`src/rtl/uart_rx_fifo.sv`:
```
// Receive-side synchronous FIFO between the UART receiver and the host reader.
// First-word-fall-through read port, occupancy/almost-full status and sticky error flags.
module uart_rx_fifo #(
    parameter int unsigned D_W      = 8,
    parameter int unsigned DEPTH    = 16,
    parameter int unsigned AF_LEVEL = 12
) (
    input  logic                     clk,
    input  logic                     rst,
    input  logic                     wr_en,
    input  logic [D_W-1:0]           wr_data,
    output logic                     full,
    output logic                     almost_full,
    input  logic                     rd_en,
    output logic [D_W-1:0]           rd_data,
    output logic                     empty,
    output logic [$clog2(DEPTH):0]   count,
    output logic                     overrun,
    output logic                     underrun,
    input  logic                     clr_err
);

    localparam int unsigned AW = $clog2(DEPTH);
    localparam int unsigned CW = AW + 1;

    logic [D_W-1:0] mem [DEPTH];
    logic [AW-1:0]  wp;
    logic [AW-1:0]  rp;
    logic           wr_ok;
    logic           rd_ok;
    logic [CW-1:0]  count_nxt;

    assign wr_ok   = wr_en & ~full;
    assign rd_ok   = rd_en & ~empty;
    assign rd_data = mem[rp];

    // Occupancy moves only when exactly one side is accepted.
    always_comb begin
        count_nxt = count;
        case ({wr_ok, rd_ok})
            2'b10:   count_nxt = count + CW'(1);
            2'b01:   count_nxt = count - CW'(1);
            default: count_nxt = count;
        endcase
    end

    // Storage is intentionally not reset.
    always_ff @(posedge clk) begin
        if (wr_ok) begin
            mem[wp] <= wr_data;
        end
    end

    // Flags are registered from the next occupancy so they equal a decode of count.
    always_ff @(posedge clk or posedge rst) begin
        if (rst) begin
            wp          <= '0;
            rp          <= '0;
            count       <= '0;
            full        <= 1'b0;
            empty       <= 1'b1;
            almost_full <= 1'b0;
            overrun     <= 1'b0;
            underrun    <= 1'b0;
        end else begin
            if (wr_ok) begin
                wp <= wp + AW'(1);
            end
            if (rd_ok) begin
                rp <= rp + AW'(1);
            end
            count       <= count_nxt;
            full        <= (count_nxt == CW'(DEPTH));
            empty       <= (count_nxt == CW'(0));
            almost_full <= (count_nxt >= CW'(AF_LEVEL));
            overrun     <= (wr_en & full) | (overrun & ~clr_err);
            underrun    <= (rd_en & empty) | (underrun & ~clr_err);
        end
    end

endmodule

```
`config.mk`:
```
export PLATFORM = sky130hd
export DESIGN_NAME = uart_rx_fifo
export DESIGN_NICKNAME = d
export VERILOG_FILES = /design/src/rtl/uart_rx_fifo.sv
export SDC_FILE = /design/constraint.sdc
export NUM_CORES = 1
export LEC_CHECK = 0
export CAP_MARGIN = 20
export CORE_UTILIZATION = 35
export DETAILED_ROUTE_END_ITERATION = 10
export SYNTH_ARGS = -nofsm -noshare
export SYNTH_HDL_FRONTEND = slang
export SYNTH_SLANG_ARGS = --single-unit
```
`constraint.sdc`:
```
create_clock -name clk -period 2.04 [get_ports clk]
set_input_delay 0.408 -clock clk [delete_from_list [all_inputs] [get_ports clk]]
set_output_delay 0.408 -clock clk [all_outputs]
set_load 0.005 [all_outputs]
```
# Yosys cells after proc, flatten, opt, wreduce, memory -nomap -nowiden
# Memory sizes are Yosys's and may differ from the RTL's.
# Index checks and enable logic that the tools add are counted.
[word_totals]
n_memories = 1
out_inout_bits = 18
word_cells = 32
input_bits = 13
regBits = 18
mem_bits_rw = 128
[classes]
n_bitwise = 11
magnitude_cmp = 1
reduce_logical = 1
eq_ne = 3
mux = 3
add_sub_neg = 4
[memory_table]
columns = ["memory", "words", "word_bits", "rd", "rd_clocked_by_memory_dff", "wr", "line_no", "text"]
rows = [
  ["mem", 16, 8, 1, 0, 1, "26", "logic [D_W-1:0] mem [DEPTH];"],
]
[ops]
columns = ["cell", "n"]
rows = [
  ["$pmux 5 s2", 1],
  ["$add 4x1->4 const B", 2],
  ["$and 1x1->1", 6],
  ["$add 5x1->5 const B", 1],
  ["$eq 5x5->1 const B", 1],
  ["$ge 5x4->1 const B", 1],
  ["$logic_not 5->1", 1],
  ["$sub 5x1->5 const B", 1],
  ["$not 1->1", 3],
  ["$eq 2x1->1 const B", 1],
  ["$eq 2x2->1 const B", 1],
  ["$mux 1", 2],
  ["$or 1x1->1", 2],
]

# Logic depth before layout (Yosys ltp)
# Gate-level depths: netlist of the first run.
[depth]
depth_word = 5
mapped_depth = 12
mapped_depth_nobuf = 11

# Worst setup path after synthesis of the first run
# OpenSTA, ideal clock, no wires.
[synth_timing]
kind = "register to register"
start = "register empty"
end = "register full"
path_slack_ps = -204
arrival_time_ps = 2124
period_less_slack_ps = 2244
required_ps = 1920
stages_incl_launch_ff = 13
setup_time_ps = 120
n_path_buf = 1
path_cell_list = "dfstp_2 nand2b_1 buf_4 inv_2 nand2_1 xnor2_1 ha_1 nor3b_1 a31oi_1 a221oi_2 xnor2_1 inv_2 o211a_1"
[synth_via]
elab_chain_len = 5
elab_cells_between_ends = 6
cone_classes = "eq/ne: 3; mux: 1; bitwise: 2"
[synth_lines]
columns = ["item", "line_no", "text"]
rows = [
  ["start, declared", "16", "output logic empty,"],
  ["start signal, assigned", "74", "empty <= (count_nxt == CW'(0));"],
  ["$not 1->1 (*)", "34", "assign rd_ok = rd_en & ~empty;"],
  ["$and 1x1->1 (*)", "34", ""],
  ["$eq 2x1->1 / $eq 2x2->1 (equally long branches)", "40", "case ({wr_ok, rd_ok})"],
  ["$pmux 5 s2 (*)", "40", ""],
  ["via count_nxt[4]", "31", "logic [CW-1:0] count_nxt;"],
  ["$eq 5x5->1 (*)", "73", "full <= (count_nxt == CW'(DEPTH));"],
  ["end signal, assigned", "73", ""],
  ["end, declared", "12", "output logic full,"],
]
# The timed path passes the listed nets; every way through them passes the cells marked *.
# A chain may end at the register's enable or synchronous reset.

# Worst setup path after layout of the first run
[layout_timing]
start = "register rp[0]"
end = "output rd_data[3]"
[layout_via]
elab_chain_len = 1
[layout_lines]
columns = ["item", "line_no", "text"]
rows = [
  ["start, declared", "28", "logic [AW-1:0] rp;"],
  ["start signal, assigned", "70", "rp <= rp + AW'(1);"],
  ["$mem_v2 16x8", "--", ""],
  ["end, declared", "15", "output logic [D_W-1:0] rd_data,"],
]
# Every way passes these cells.

==> results of run 1 <==
==> power groups by stage <==
stage          Combinational (mW)  Sequential, mW  Clock, mW
2_1_floorplan                2.07            3.88          0
3_5_place_dp                 3.24            4.05          0
4_1_cts                      3.66            4.01       2.90
6_report                     3.76            4.02       2.86
5_1_grt                      4.07            4.07       3.02
3_3_place_gp                 3.18            4.03          0
==> timing repair <==
item | 4_1_cts | 5_1_grt
resized for setup | 64 | 14
cloned | 3 | 0
endpoints found under the setup margin | 13 | 14
buffers inserted | 11 | 3
pin swaps | 4 | 5
==> cell families (layout without fill, tap and decap cells) <==
family | Yosys count | in the layout
DFF | 146 | 146
and+or+nand+nor | 46 | 46
muxes | 41 | 41
buffers and inverters | 28 | 123
AOI/OAI and AO/OA | 19 | 19
xor gates and xnor gates | 11 | 11
adders and majority gates | 7 | 7
==> per-layer routing <==
metal  part of all wire, %  vias up  global-route usage [%]  routed length, um
li1                      -     1359                       -                  -
met1                    47     1595                    20.3               5610
met2                    49       63                    22.6               5830
met3                   3.7       11                    3.64                443
met4                   1.1        0                    5.36                130
met5                     0        -                       0                  0
==> cell usage after synthesis, drive strengths merged (2+ instances only) <==
cell type  number  area [um2]
a21oi           4        20.0
buf             8        68.8
clkbuf          9        33.8
dfrtp          17         425
edfxtp        128        3840
ha              7        87.6
inv            11        41.3
mux4           40        1010
nand2          15        56.3
nand2b          3        18.8
nand4           2        12.5
nor2           13        48.8
nor3            7        35.0
nor3b           2        15.0
o211a           2        20.0
o21ai           6        30.0
o22ai           2        12.5
xnor2          10        87.6
==> worst max path at each step <==
stage | startpoint | end | slack (ps) | depth (start not counted)
after global placement | wr_en | full | -570 | 12
after floorplan | empty | full | -100 | 12
after CTS | rp[0] | rd_data[1] | -760 | 6
final | rp[0] | rd_data[3] | -750 | 6
after global routing | rp[0] | rd_data[1] | -810 | 6
after detailed placement | wr_en | full | -630 | 12
==> flip-flops by register name, summed over array words and instances (netlist names) <==
register / cells
almost_full: 1
count: 5
empty: 1
full: 1
mem: 128
overrun: 1
rp: 4
underrun: 1
wp: 4
==> worst max-delay path, stage by stage, from the launching register on <==
cell and delay, ps:
dfrtp_2 430, buf_6 140, buf_12 120, buf_16 120
mux4_1 530, mux4_2 490, buf_2 150
==> final cells by class <==
cell class,count,area [um2]
clock buffer,17,425
tap,220,275
fill,1397,9130
timing repair buffer,80,805
clock inverter,15,123
sequential,146,4300
multi-input combinational,124,1540
inverter,11,43.8
==> per-stage QoR <==
step	power (mW)	cell area (um2)	TNS [ps]	setup slack, ps	hold slack (ps)
2_1_floorplan	5.95	6020	-269	-103	346
4_1_cts	10.6	7450	-6010	-758	320
5_1_grt	11.2	7510	-6770	-809	364
3_3_place_gp	7.20	6790	-10570	-575	513
6_report	10.6	7510	-5640	-749	326
3_5_place_dp	7.29	6790	-12630	-628	518
==> impl_results.md, run 1 <==
* Ys Warns at 0
* Max-Slew Margin vs Limit at between 60% and 70%
* Required time worst endpoint at ~1600 ps
* Starting Density at 36.0%
* Vias at slightly above 3000
* Xor-xnor portion of the synthesized cell area at around 1.6%
* R2R depth at 11
* Sequential fraction of the synthesis area at 71.7%
* Reg-to-reg endpoint: full
* Syn nets at 318
* Root Buffer: clkbuf_16
* WL final at approximately 12 mm
* GPL Wtd Cong at ~0.7
* IO Pins at 31
* Syn_area_per_cell at 20.1 um2
* Final setup vio count at 12
* Port bufs at 30
* Die height at ~130 um
* Largest net degree at the start of global routing at 36
* Int Pwr at 7.47 mW
* Commonest non-fill, non-tap cells in the layout: 128 x edfxtp_1, 35 x buf_4, 32 x mux4_2, 22 x clkdlybuf4s50_1, 17 x clkbuf_16
* Slew of the pin with the lowest slew margin at a little under 600 ps
* Cell Area, Synth at approximately 0.006 mm2
* Vias per inst at just under 5
* Detailed router's first-iteration violation count at around 210
* Clock-pin slew on the worst setup and hold paths at roughly 60 ps
* PwrDens at ~1400 mW/mm2
* Layout Cells excl Fill at about 610
* Die span in x at 133 um
* Initial antenna violation count at 0
* Setup ws final at -749 ps
* RSZ-0062 raised after global routing: true
* HP Class: primary input to asynchronous set/reset pin
* Post-Synth Simple-Gate Area at ~3.7%
* Max-cap viol count at 0
* Period utilisation layout at 137%
* R2r startpoint: empty
* Post-layout nets at 400
* Clk_lat worst skew at 410 ps
* Crit Path Class: flop to output port
* Fin crit period at between 2000 and 3000 ps
* CTS tree: built
* Gr usage total at between 10 and 15%
* CTS Sinks at approximately 150
* Post-DP HPWL at roughly 7.5 mm
* Adder-Cell Fraction of Synth Area at 1.46%
* Hold buffer count at cts at 0
* Arrival time worst endpoint at 2380 ps
* LEAKAGE at around 2.6 nW
* P_sw at around 3.2 mW
* Mux share of post-synthesis cell area at between 15 and 20%
* Core area at 0.0166 mm2
* FF+latch count, synth at roughly 150
* Crit Path Max Fanout at 5
* First-pass GRT wire length at about 19 mm
* Post-Syn Instances at approximately 300
* Placed insts at approximately 570
* Number of global-route vias before repair at around 3200
* Post-route ant nets at 0
* Sw Share at ~30%
* Register share of total power at 37.8%
* H-tree depth at 4
* Area Growth Syn to Fin at 25.3%
* Gr ovfl total at 0
* DR WL/cell at 19.6 um
* # DRC at 0
* Drt pass-1 iters at 4
* R2R setup slack at -140 ps
* Post-synthesis cell type count at 36
* Crit end category: output port
* Share of post-route cells with drive strength above 1 at between 30% and 40%
* Skew final at roughly 6.8 ps
* Fmax achieved at 0.359 GHz
* TritonCTS buffer count at 17
* Post-synth EDFFs at 128
* Clock buffer depth at 2
* Failing checks: negative setup slack
* Row cnt at 47
* Compound-Gate Fraction of Synth Area at around 2.1%
* Status: complete, but fails checks
* Worst setup SP type: flop
* Die area at 0.0177 mm2
* Max-slew violation count at 0
* Maximum vdd ir drop at ~0.00056 V
* Diodes inserted at 0
* Most common cell after layout, fill and taps aside: edfxtp_1
* Largest family of logic cells by synthesized area: multiplexers
* Post-layout util at 45.1%
* Most used DFF post-synth: edfxtp_1
* Async set-reset flop share out of synthesis at between 10 and 15%
* Logic pwr share at approximately a third
* Clock power share at a little over a quarter
* Final Hold Violating Endpoints at 0
(Power assumes the default switching activity.)
==> run 2: changes to the inputs <==
--- a/config.mk
+++ b/config.mk
@@ -8,6 +8,7 @@
 export CAP_MARGIN = 20
 export CORE_UTILIZATION = 35
 export DETAILED_ROUTE_END_ITERATION = 10
+export PLACE_DENSITY = 0.57
 export SYNTH_ARGS = -nofsm -noshare
 export SYNTH_HDL_FRONTEND = slang
 export SYNTH_SLANG_ARGS = --single-unit
==> run 2 against run 1 <==
Compared with the run above:
- the flow still finishes with violations (negative setup slack)
- sequential share of layout area shrank 0.11 points
- critical path depth shrank 1
- die area is the same
- hold slack gained 46 ps
- clock-buffer cell count is the same
- combinational power shrank 1%
- setup slack gained 170 ps
- via count grew 0.40%
- largest power group unchanged
- highest routed layer unchanged
==> impl_results.md, run 2 (synthesis gave the netlist of run 1 again) <==
* LEAKAGE at approximately 2.6 nW
* First-pass GRT wire length at between 15 and 20 mm
* Detailed router's first-iteration violation count at 256
* Grt met3 use at 4.64%
* Die area at 0.0177 mm2
* HP Class: primary input to flop
* Vias at ~3000
* Failing checks: negative setup slack
* Max-slew violation count at 0
* Post-layout nets at 400
* Root Buffer: clkbuf_16
* GR peak layer: met2
* M2 GR Usage at a little under a quarter
* Diodes inserted at 0
* Met1 GRT Util at a little over a fifth
* Place WS at -655 ps
* Clock buffer depth at 2
* Die span in x at between 100 and 150 um
* Setup ws final at -582 ps
* Area Growth Syn to Fin at 25.5%
* Initial antenna violation count at 0
* Crit Path Max Fanout at 5
* Arrival time worst endpoint at between 2000 and 2500 ps
* CTS Sinks at 146
* Clock-pin slew on the worst setup and hold paths at approximately 60 ps
* Biggest regs: mem x128, count x5
* Commonest non-fill, non-tap cells in the layout: 128 x edfxtp_1, 39 x mux4_2, 39 x buf_4, 20 x clkdlybuf4s50_1, 17 x clkbuf_16
* Total negative slack at -4810 ps
* Post-layout util at 45.2%
* Port bufs at 30
* GPL Wtd Cong at ~0.73
* Share of post-route cells with drive strength above 1 at a little under two fifths
* WL final at about 13 mm
* # DRC at 0
* PwrDens at ~1400 mW/mm2
* Skew final at 8.63 ps
* Clk_lat worst skew at approximately 420 ps
* Final setup vio count at 12
* Starting Density at 36.0%
* Slew of the pin with the lowest slew margin at ~740 ps
* Worst setup SP type: flop
* Vias per inst at 4.96
* Largest Register: mem
* Fmax achieved at 0.381 GHz
* Period utilisation layout at 129%
* CTS tree: built
* Gr ovfl total at 0
* WP buf/inv at 3
* IO Pins at 31
* Max-cap viol count at 0
* Most common cell after layout, fill and taps aside: edfxtp_1
* Post-route ant nets at 0
* Top Family by Delay on Critical Path: multiplexers
* Max reg flops at ~130
* Post-DP HPWL at roughly 8.0 mm
* DR WL/cell at around 21 um
* Gr usage total at between 10% and 20%
* Largest net degree at the start of global routing at 22
* Die height at about 130 um
* H-tree depth at 4
* TritonCTS buffer count at 17
* Crit Path Class: flop to output port
* Drt pass-1 iters at 4
* Maximum vdd ir drop at 0.000602 V
* Status: complete, but fails checks
* Crit-path most repeated cell: mux4_2
* WHS at ~370 ps
* Final Hold Violating Endpoints at 0
* Crit end category: output port
* RSZ-0062 raised after global routing: true
* Critical path's slowest cell: mux4_2
* CP max stage delay at just over 500 ps
* Number of global-route vias before repair at approximately 3300
* Fin crit period at roughly 2600 ps
* Max-Slew Margin vs Limit at between 50% and 60%
* CP Cell Sequence: buf_6 -> buf_16 -> mux4_2 -> mux4_2 -> buf_2
* Required time worst endpoint at about 1600 ps
* Row cnt at 47
* Core area at between 0.015 and 0.02 mm2
==> run 2: cell count changes in the layout (fill, tap and decap cells not counted), sizes merged <==
cell | before | now
clkdlybuf4s50 | 22 | 20
clkinvlp | 3 | 1
bufinv | 0 | 2
dlygate4sd2 | 0 | 2
==> run 2: metal layers <==
metal | routed length [um] | share of wire (%)
met1 | 5570 | 44
met2 | 6130 | 48
met3 | 972 | 7.6
met4 | 77 | 0.60
met5 | 0 | 0
==> run 2: where the power goes <==
group          switching [mW]  leakage (nW)  internal [mW]
combinational            1.62         0.951           2.10
sequential              0.266          1.37           3.70
clock                    1.31         0.298           1.86
==> run 2: through the flow <==
stage / cells / power, mW / area [um2]
finish: 613 / 10.9 / 7530
detailed placement: 570 / 7.41 / 6830
global placement: 570 / 7.37 / 6830
floorplan: 298 / 5.95 / 6020
global route: 613 / 11.4 / 7530
CTS: 610 / 10.8 / 7450
==> run 2: path summary, 6_finish.rpt <==
| check | startpoint | cells past startpoint | slack (ps) | end |
|---|---|---|---|---|
| setup / recovery | rp[0] | 5 | -580 | rd_data[5] |
| hold / removal | wr_en | 3 | 370 | overrun |
| setup reg to reg | empty | 11 | -140 | full |
| hold reg to reg | overrun | 2 | 540 | overrun |
| max in group asynchronous | rst | 2 | 1110 | count[2] |
| min in group asynchronous | rst | 2 | 420 | rp[0] |
==> run 2: area by class of cell <==
cell class	instances	area, um2
fill	1393	9120
multi-input combinational	124	1540
tap	220	275
timing repair buffer	80	752
inverter	11	43.8
clock buffer	17	425
sequential	146	4300
clock inverter	15	188
==> run 2: repair_timing <==
item,CTS,global route
pin swaps,3,4
resized for setup,77,15
cloned,1,0
hold buffers,0,0
setup buffers,7,3
endpoints found under the setup margin,14,14
==> run 2: worst register-to-register path: stages, from the launching register on <==
cell	delay (ps)
dfstp_2	530
nand2b_4	130
inv_4	50
nand2_4	90
xnor2_4	130
ha_4	190
and3_1	170
o22ai_1	90
a221oi_2	340
xnor2_2	170
inv_2	60
o211a_1	110
==> run 3: changes to the inputs <==
--- a/config.mk
+++ b/config.mk
@@ -9,6 +9,7 @@
 export CORE_UTILIZATION = 35
 export DETAILED_ROUTE_END_ITERATION = 10
 export PLACE_DENSITY = 0.57
+export SKIP_CTS_REPAIR_TIMING = 1
 export SYNTH_ARGS = -nofsm -noshare
 export SYNTH_HDL_FRONTEND = slang
 export SYNTH_SLANG_ARGS = --single-unit
==> run 3 against run 2 <==
Compared with the run above:
- the flow still finishes with violations (negative setup slack)
- hold slack got worse by 110 ps
- clock-buffer cell count unchanged
- first-iteration DRC count increased by 12%
- critical endpoint is now rd_data[2]
- fmax decreased by 9.2%
- largest power group is now combinational cells
- sequential cell count unchanged
- highest routed layer unchanged
- final area increased by 3.1%
==> impl_results.md, run 3 (synthesis gave the netlist of run 1 again) <==
* Crit Path Class: flop to output port
* Post-layout nets at approximately 430
* H-tree depth at 4
* Root Buffer: clkbuf_16
* Required time worst endpoint at approximately 1600 ps
* Setup ws final at -848 ps
* Max-Slew Margin vs Limit at about half
* CP Cell Sequence: clkbuf_16 -> buf_8 -> buf_6 -> mux4_2 -> mux4_2 -> buf_6
* Skew final at 5.92 ps
* Crit Path Max Fanout at 6
* Initial antenna violation count at 0
* Max reg flops at about 130
* Post-route ant nets at 0
* Final Hold Violating Endpoints at 0
* Share of post-route cells with drive strength above 1 at between 40% and 50%
* RSZ-0062 raised after global routing: true
* Clock buffer depth at 2
* Die area at 0.0177 mm2
* WP buf/inv at 4
* Int Pwr at about 8 mW
* HP Class: primary input to flop
* Detailed router's first-iteration violation count at roughly 290
* Die height at around 130 um
* Clk_lat worst skew at approximately 410 ps
* Max-slew violation count at 0
* Register share of total power at a little over a third
* Diodes inserted at 0
* LEAKAGE at ~2.8 nW
* Largest net degree at the start of global routing at 22
* Place WS at -655 ps
* WL final at ~13 mm
* Status: complete, but fails checks
* # DRC at 0
* Sw Share at between 20% and 30%
* Vias at roughly 3200
* Fillers at ~1400
* CTS tree: built
* Slew of the pin with the lowest slew margin at roughly 750 ps
* Worst setup SP type: flop
* Largest Register: mem
* Area Growth Syn to Fin at 29.4%
* Core area at between 0.015 and 0.02 mm2
* Max-cap viol count at 0
* Layout Cells excl Fill at 638
* Fmax achieved at approximately 0.35 GHz
* P_sw at about 3.3 mW
* Logic pwr share at ~37%
* Drt pass-1 iters at 4
* Fin crit period at around 2900 ps
* Placed insts at 570
* Failing checks: negative setup slack
* IO Pins at 31
* Commonest non-fill, non-tap cells in the layout: 128 x edfxtp_1, 57 x buf_4, 34 x mux4_2, 20 x clkdlybuf4s50_1, 18 x clkbuf_16
* Clock-pin slew on the worst setup and hold paths at 60 ps
* Crit end category: output port
* Period utilisation layout at 142%
* Number of global-route vias before repair at between 3000 and 4000
* Starting Density at between 30% and 40%
* Die span in x at between 100 and 150 um
* Port bufs at 30
* Gr usage total at 14.7%
* Gr ovfl total at 0
* CP max stage delay at around 540 ps
* Critical path's slowest cell: mux4_2
* First-pass GRT wire length at about 19 mm
* Post-DP HPWL at approximately 8 mm
* CTS Sinks at between 100 and 150
* TritonCTS buffer count at 17
* Row cnt at 47
* Maximum vdd ir drop at about 0.00064 V
* PwrDens at between 1000 and 1500 mW/mm2
* Top Family by Delay on Critical Path: multiplexers
* Final setup vio count at 12
* Clock power share at between 20 and 30%
* DR WL/cell at approximately 20 um
* Vias per inst at between 4 and 5
* Arrival time worst endpoint at about 2500 ps
* GPL Wtd Cong at around 0.73
* Most common cell after layout, fill and taps aside: edfxtp_1
* Biggest regs: mem x128, count x5
* R2R setup slack at -220 ps
[run 3: worst min-delay path, stage by stage]
cell	delay (ps)
dlymetal6s2s_1	110
nand2_1	50
o21ai_0	60
[run 3: path summary, 6_finish.rpt]
| kind | startpoint | end | depth (start not counted) |
|---|---|---|---|
| worst min-delay path | wr_en | overrun | 3 |
| worst max-delay path | rp[0] | rd_data[2] | 6 |
| max in group asynchronous | rst | rp[0] | 2 |
| min in group asynchronous | rst | rp[0] | 2 |
| worst min register to register | overrun | overrun | 2 |
| worst max register to register | empty | full | 11 |
[run 3: layer usage]
layer	vias up	part of all wire (%)	global-route usage [%]
li1	1409	-	-
met1	1639	45	20.6
met2	116	48	23.1
met3	7	6.0	3.37
met4	0	0.65	4.02
met5	-	0	0
[run 3: stage by stage]
| step | power, mW | hold WS, ps | utilization [%] | setup TNS, ps | cell area (um2) |
|---|---|---|---|---|---|
| global route | 11.8 | 300 | 46.6 | -7710 | 7760 |
| finish | 11.3 | 259 | 46.6 | -6860 | 7760 |
| detailed placement | 7.41 | 528 | 41.0 | -13690 | 6830 |
| global placement | 7.37 | 515 | 41.0 | -10340 | 6830 |
| CTS | 10.6 | 450 | 44.7 | -8630 | 7440 |
| floorplan | 5.95 | 346 | - | -269 | 6020 |
[run 3: power groups by stage]
| stage | sequential (mW) | combinational, mW | clock, mW |
|---|---|---|---|
| finish | 3.99 | 4.11 | 3.17 |
| global route | 4.03 | 4.41 | 3.36 |
| CTS | 3.94 | 3.42 | 3.22 |
| detailed placement | 4.00 | 3.41 | 0 |
| global placement | 3.98 | 3.38 | 0 |
| floorplan | 3.88 | 2.07 | 0 |
[run 3: layout make-up]
| class | instances | area (um2) | area share, % |
|---|---|---|---|
| multi-input combinational | 124 | 1550 | 19.9 |
| tap | 220 | 275 | 3.55 |
| inverter | 11 | 46.3 | 0.597 |
| timing repair buffer | 105 | 980 | 12.6 |
| sequential | 146 | 4300 | 55.4 |
| clock buffer | 17 | 425 | 5.48 |
| clock inverter | 15 | 188 | 2.42 |
